[src/rtl/round_sequencer.sv]
// Two-player dodge-game round controller: idle -> countdown -> play -> game-over, with BCD survival scores.
// Optional PLAY length limit is compiled in with `define ROUND_TIMEOUT_EN (draw when the limit expires).
module round_sequencer #(
  parameter int CD_START    = 3,
  parameter int HOLD_TICKS  = 5,
  parameter int ROUND_TICKS = 60
) (
  input  logic       clk_in,
  input  logic       reset,
  input  logic       tick,
  input  logic       start,
  input  logic       coll1,
  input  logic       coll2,
  output logic       play_rst,
  output logic       scroll_en,
  output logic [1:0] state,
  output logic [3:0] cd_digit,
  output logic [7:0] score1,
  output logic [7:0] score2,
  output logic [1:0] winner
);

  typedef enum logic [1:0] {
    IDLE  = 2'd0,
    COUNT = 2'd1,
    PLAY  = 2'd2,
    OVER  = 2'd3
  } state_t;

  if (CD_START < 1 || CD_START > 9 || HOLD_TICKS < 1 || HOLD_TICKS > 15 ||
      ROUND_TICKS < 1 || ROUND_TICKS > 255) begin : g_bad_param
    $error("round_sequencer: parameter out of range");
  end

  state_t     state_q, state_d;
  logic [3:0] cd_q, cd_d;
  logic [7:0] score1_q, score1_d;
  logic [7:0] score2_q, score2_d;
  logic [1:0] winner_q, winner_d;
  logic [3:0] hold_q, hold_d;
  logic       play_rst_q, play_rst_d;
  logic       scroll_q, scroll_d;
`ifdef ROUND_TIMEOUT_EN
  logic [7:0] play_cnt_q, play_cnt_d;
`endif

  // Saturating two-digit BCD increment; 99 sticks.
  function automatic logic [7:0] bcd_inc(input logic [7:0] v);
    if (v == 8'h99)
      return v;
    if (v[3:0] == 4'd9)
      return {v[7:4] + 4'd1, 4'd0};
    return {v[7:4], v[3:0] + 4'd1};
  endfunction

  always_comb begin
    state_d    = state_q;
    cd_d       = cd_q;
    score1_d   = score1_q;
    score2_d   = score2_q;
    winner_d   = winner_q;
    hold_d     = hold_q;
    play_rst_d = 1'b0;
`ifdef ROUND_TIMEOUT_EN
    play_cnt_d = play_cnt_q;
`endif

    case (state_q)
      IDLE: begin
        if (start) begin
          state_d    = COUNT;
          play_rst_d = 1'b1;
          score1_d   = 8'h00;
          score2_d   = 8'h00;
          winner_d   = 2'b00;
          cd_d       = 4'(CD_START);
        end
      end
      COUNT: begin
        if (tick) begin
          if (cd_q == 4'd1) begin
            state_d = PLAY;
            cd_d    = 4'd0;
`ifdef ROUND_TIMEOUT_EN
            play_cnt_d = 8'd0;
`endif
          end else begin
            cd_d = cd_q - 4'd1;
          end
        end
      end
      PLAY: begin
        // A collision outranks a simultaneous tick: the score freezes before it.
        if (coll1 || coll2) begin
          state_d  = OVER;
          winner_d = {coll1, coll2};
          hold_d   = 4'd0;
        end else if (tick) begin
          score1_d = bcd_inc(score1_q);
          score2_d = bcd_inc(score2_q);
`ifdef ROUND_TIMEOUT_EN
          play_cnt_d = play_cnt_q + 8'd1;
          if (play_cnt_q + 8'd1 == 8'(ROUND_TICKS)) begin
            state_d  = OVER;
            winner_d = 2'b11;
            hold_d   = 4'd0;
          end
`endif
        end
      end
      OVER: begin
        if (tick) begin
          if (hold_q == 4'(HOLD_TICKS - 1)) begin
            state_d = IDLE;
            hold_d  = 4'd0;
          end else begin
            hold_d = hold_q + 4'd1;
          end
        end
      end
      default: state_d = IDLE;
    endcase

    scroll_d = (state_d == PLAY);
  end

  always_ff @(posedge clk_in or posedge reset) begin
    if (reset) begin
      state_q    <= IDLE;
      cd_q       <= 4'd0;
      score1_q   <= 8'h00;
      score2_q   <= 8'h00;
      winner_q   <= 2'b00;
      hold_q     <= 4'd0;
      play_rst_q <= 1'b0;
      scroll_q   <= 1'b0;
`ifdef ROUND_TIMEOUT_EN
      play_cnt_q <= 8'd0;
`endif
    end else begin
      state_q    <= state_d;
      cd_q       <= cd_d;
      score1_q   <= score1_d;
      score2_q   <= score2_d;
      winner_q   <= winner_d;
      hold_q     <= hold_d;
      play_rst_q <= play_rst_d;
      scroll_q   <= scroll_d;
`ifdef ROUND_TIMEOUT_EN
      play_cnt_q <= play_cnt_d;
`endif
    end
  end

  assign state     = state_q;
  assign cd_digit  = cd_q;
  assign score1    = score1_q;
  assign score2    = score2_q;
  assign winner    = winner_q;
  assign play_rst  = play_rst_q;
  assign scroll_en = scroll_q;

endmodule

[config.mk]
export PLATFORM = sky130hd
export DESIGN_NAME = round_sequencer
export DESIGN_NICKNAME = d
export VERILOG_FILES = /design/src/rtl/round_sequencer.sv
export SDC_FILE = /design/constraint.sdc
export NUM_CORES = 1
export LEC_CHECK = 0
export CORE_UTILIZATION = 43
export CTS_BUF_LIST = sky130_fd_sc_hd__clkbuf_4 sky130_fd_sc_hd__clkbuf_8 sky130_fd_sc_hd__clkbuf_16
export CTS_CLUSTER_DIAMETER = 150
export DETAILED_ROUTE_END_ITERATION = 16
export HOLD_SLACK_MARGIN = 0.12
export MAX_ROUTING_LAYER = met4
export PLACE_DENSITY = 0.65
export SYNTH_ARGS = -nofsm -noshare
export SYNTH_HDL_FRONTEND = slang
export SYNTH_SLANG_ARGS = --single-unit
[constraint.sdc]
create_clock -name clk_in -period 1.7 [get_ports clk_in]
set_input_delay 0.425 -clock clk_in [delete_from_list [all_inputs] [get_ports clk_in]]
set_output_delay 0.425 -clock clk_in [all_outputs]
set_load 0.005 [all_outputs]
==> reports/qor.txt <==
Compound-Gate Fraction of Synth Area = 21.45%
Slew Limit Headroom = 73.58%
CP Buf/Inv Count = 2
Starting Density = 45.66%
Post-synth top cells = 30 x dfrtp_1, 17 x o21ai_0, 15 x nand2_1
Top post-synthesis cells by area = dfrtp_1 44%, ha_1 8.8%, o21ai_0 5.0%
Worst EP required = 1.27 ns
Combinational power share = 44.5%
Part of the power in registers = 36.9%
Root Buffer = clkbuf_8
Max stage delay on crit path = 0.48 ns
P&R area growth vs syn = 38.73%
Max-Cap Viols = 0
Avg WL per Cell = 14.34 µm
Fraction of synthesized area in multiplexers = 0.5857%
Largest family of logic cells by synthesized area = compound AO/OA/AOI/OAI gates
DRC violations left = 0
Total Routed Length = 4.088 mm
FMAX = 0.5981 GHz
Port Buffers = 31
Worst Clk Skew = 0.004544 ns
Net Switching = 1179 µW
Internal Power = 2129 µW
Post-synth ARST share = 100.0%
Cell area power density = 1395 nW/µm²
Setup-failing EPs final = 0
CTS tree = yes
Maximum vdd drop = 0.0007187 V
Number of synthesized register bits = 30
Final HPWL DP = 2.874 mm
Synth Area in Simple Gates = 20.64%
Final period util = 98.36%
Via/cell ratio = 5.618
Crit end category = output port
Die Area = 4231 µm²
Die width = 65.05 µm
Lkg Pwr = 0.001059 µW
Register area share after synthesis = 43.92%
DR pass1 iterations = 4
Area leader, netlist = dfrtp_1
Post-synth top area share = 43.92%
Clock share of power = 18.6%
Syn Area/Cell = 9.548 µm²
Worst-path clk slew = 0.06 ns
RSZ-0062 raised after global routing = true
Number of global-route vias before repair = 1544
Post-synth top flop = dfrtp_1
Number of fill cells in the layout = 327
Syn nets = 197
Worst-skew pair later-pin latency = 0.28 ns
Final worst slack = 0.02796 ns
Slowest CP cell = clkdlybuf4s50_1
CP Max Fanout = 3
Post-synthesis xor/xnor area fraction = 0%
Post-Synth Adder-Cell Area = 8.785%
Fin util = 63.34%
Die Ht = 65.05 µm
Post-Syn Area = 1709 µm²
H-tree levels = 2
GRT overflow = 0
Layout cells sized above 1 = 22.36%
WP data arrival = 1.25 ns
# clock sinks = 30
CP cell instances = buf_6, clkdlybuf4s50_1
Critical path's top delay family = buffers and inverters
Crit path depth = 2
Final Hold Viols = 0
First-pass GRT wire length = 6.837 mm
Pre-CTS setup slack = -0.2544 ns
Hold Path Cell Cnt = 1
Yosys warnings = 0
Critical path class = reg2out
Status = complete, no violations
DR iter-0 viols = 105
Net count, final = 254
Tot GR Track Use = 21.69%
Final GP Congestion = 0.7938
Top-count cell post-synth = dfrtp_1
Std-Cell Rows = 22
I/O pin total = 32
Startpoint class of the critical path = flip-flop
Worst Tran Pin Value = 0.3963 ns
Switching part of the total = 35.64%
Fin crit period = 1.672 ns
Core ar. = 3744 µm²
Maximum clock path buffer count = 2
Largest net degree at the start of global routing = 31
Max Slew Vio Count = 0
Mapped Cells = 179
Via Count = 1601
Reg2Reg Depth = 6
Cell variety after synth = 45
WHS = 0.5114 ns
Number of synthesized flops with an enable pin = 0
# diodes = 0
Hold Crit Class = reg2reg
Initial antenna violation count = 0
Post-CTS Hold Buffers = 0
CTS buffer count = 5
Post-route ant nets = 0
==> layout make-up <==
cell class	instances	area, µm²	share of cell area, %
inverter	12	45.04	1.900
clock inverter	1	5.005	0.2111
clock buffer	7	90.09	3.799
sequential	30	760.7	32.08
multi-input combinational	131	903.4	38.10
tap	48	60.06	2.533
timing repair buffer	56	506.7	21.37
==> cell usage in the layout, fill, tap and decap left out, types with 3 or more instances in the layout <==
cell type / instances
ha_1: 12
dfrtp_1: 22
o21ai_1: 9
o31ai_1: 3
dfrtp_2: 8
clkbuf_8: 6
nor2_1: 6
buf_4: 24
nor3b_1: 3
nand3b_1: 3
a21o_1: 3
a21oi_1: 7
nand2_1: 15
nand3_1: 13
clkdlybuf4s50_1: 29
inv_1: 11
o21ai_0: 16
==> worst reg2reg max path, stage by stage (launching register included) <==
cell and delay, ns:
dfrtp_1 0.40, buf_4 0.15, ha_1 0.18, nor3b_4 0.16, or4_4 0.44, nor3b_2 0.18
a21o_1 0.10
==> routing by layer <==
layer	part of all wire, %	wire [µm]	GRT usage (%)
met5	0	0	-
met4	1.5	60	7.880
met3	3.5	144	3.697
met2	53	2160	36.72
met1	42	1722	25.86
==> state kept, by name (all words and copies together), names as in the netlist <==
| signal | cells |
|---|---|
| winner | 2 |
| play_rst | 1 |
| score1 | 8 |
| cd_digit | 4 |
| state | 2 |
| scroll_en | 1 |
| score2 | 8 |
| hold_q | 4 |
==> cells by family (layout without fill, tap and decap cells) <==
logic type      count (synthesis)  count (layout)
simple gates                   60              60
compound gates                 58              58
flops                          30              30
buf+inv                        18              76
fa+ha+maj                      12              12
mux                             1               1
==> timing repair <==
| action | in CTS | in global routing |
|---|---|---|
| pin swaps | 0 | 2 |
| endpoints found under the setup margin | 5 | 22 |
| buffers inserted | 4 | 6 |
| gates resized for setup | 5 | 12 |
| cloned | 0 | 0 |
==> final timing paths <==
| path | end | slack [ns] | start |
|---|---|---|---|
| worst max-delay path | cd_digit[0] | 0.03 | cd_digit[0] |
| worst min-delay path | score1[6] | 0.51 | score1[6] |
| worst max register to register | cd_digit[2] | 0.04 | cd_digit[0] |
| worst min register to register | score1[6] | 0.51 | score1[6] |
| max in group asynchronous | cd_digit[2] | 0.86 | reset |
| min in group asynchronous | score2[2] | 0.53 | reset |
==> power by group through the flow <==
stage	Sequential (µW)	Clock (µW)	Combinational, µW
detailed placement	1240	0	1290
floorplan	1220	0	655
global placement	1230	0	1250
global route	1260	647	1650
finish	1220	614	1470
CTS	1210	619	1370
==> stage by stage <==
stage | setup TNS (ns) | std cells | cell area, µm² | total power [µW]
after global routing | -0.06725 | 285 | 2371 | 3566
after detailed placement | -4.174 | 267 | 2158 | 2527
final | 0 | 285 | 2371 | 3307
after global placement | -3.518 | 267 | 2158 | 2472
after floorplan | 0 | 179 | 1709 | 1872
after CTS | 0 | 279 | 2292 | 3206
Note: power is estimated with default switching activity, not from simulation.
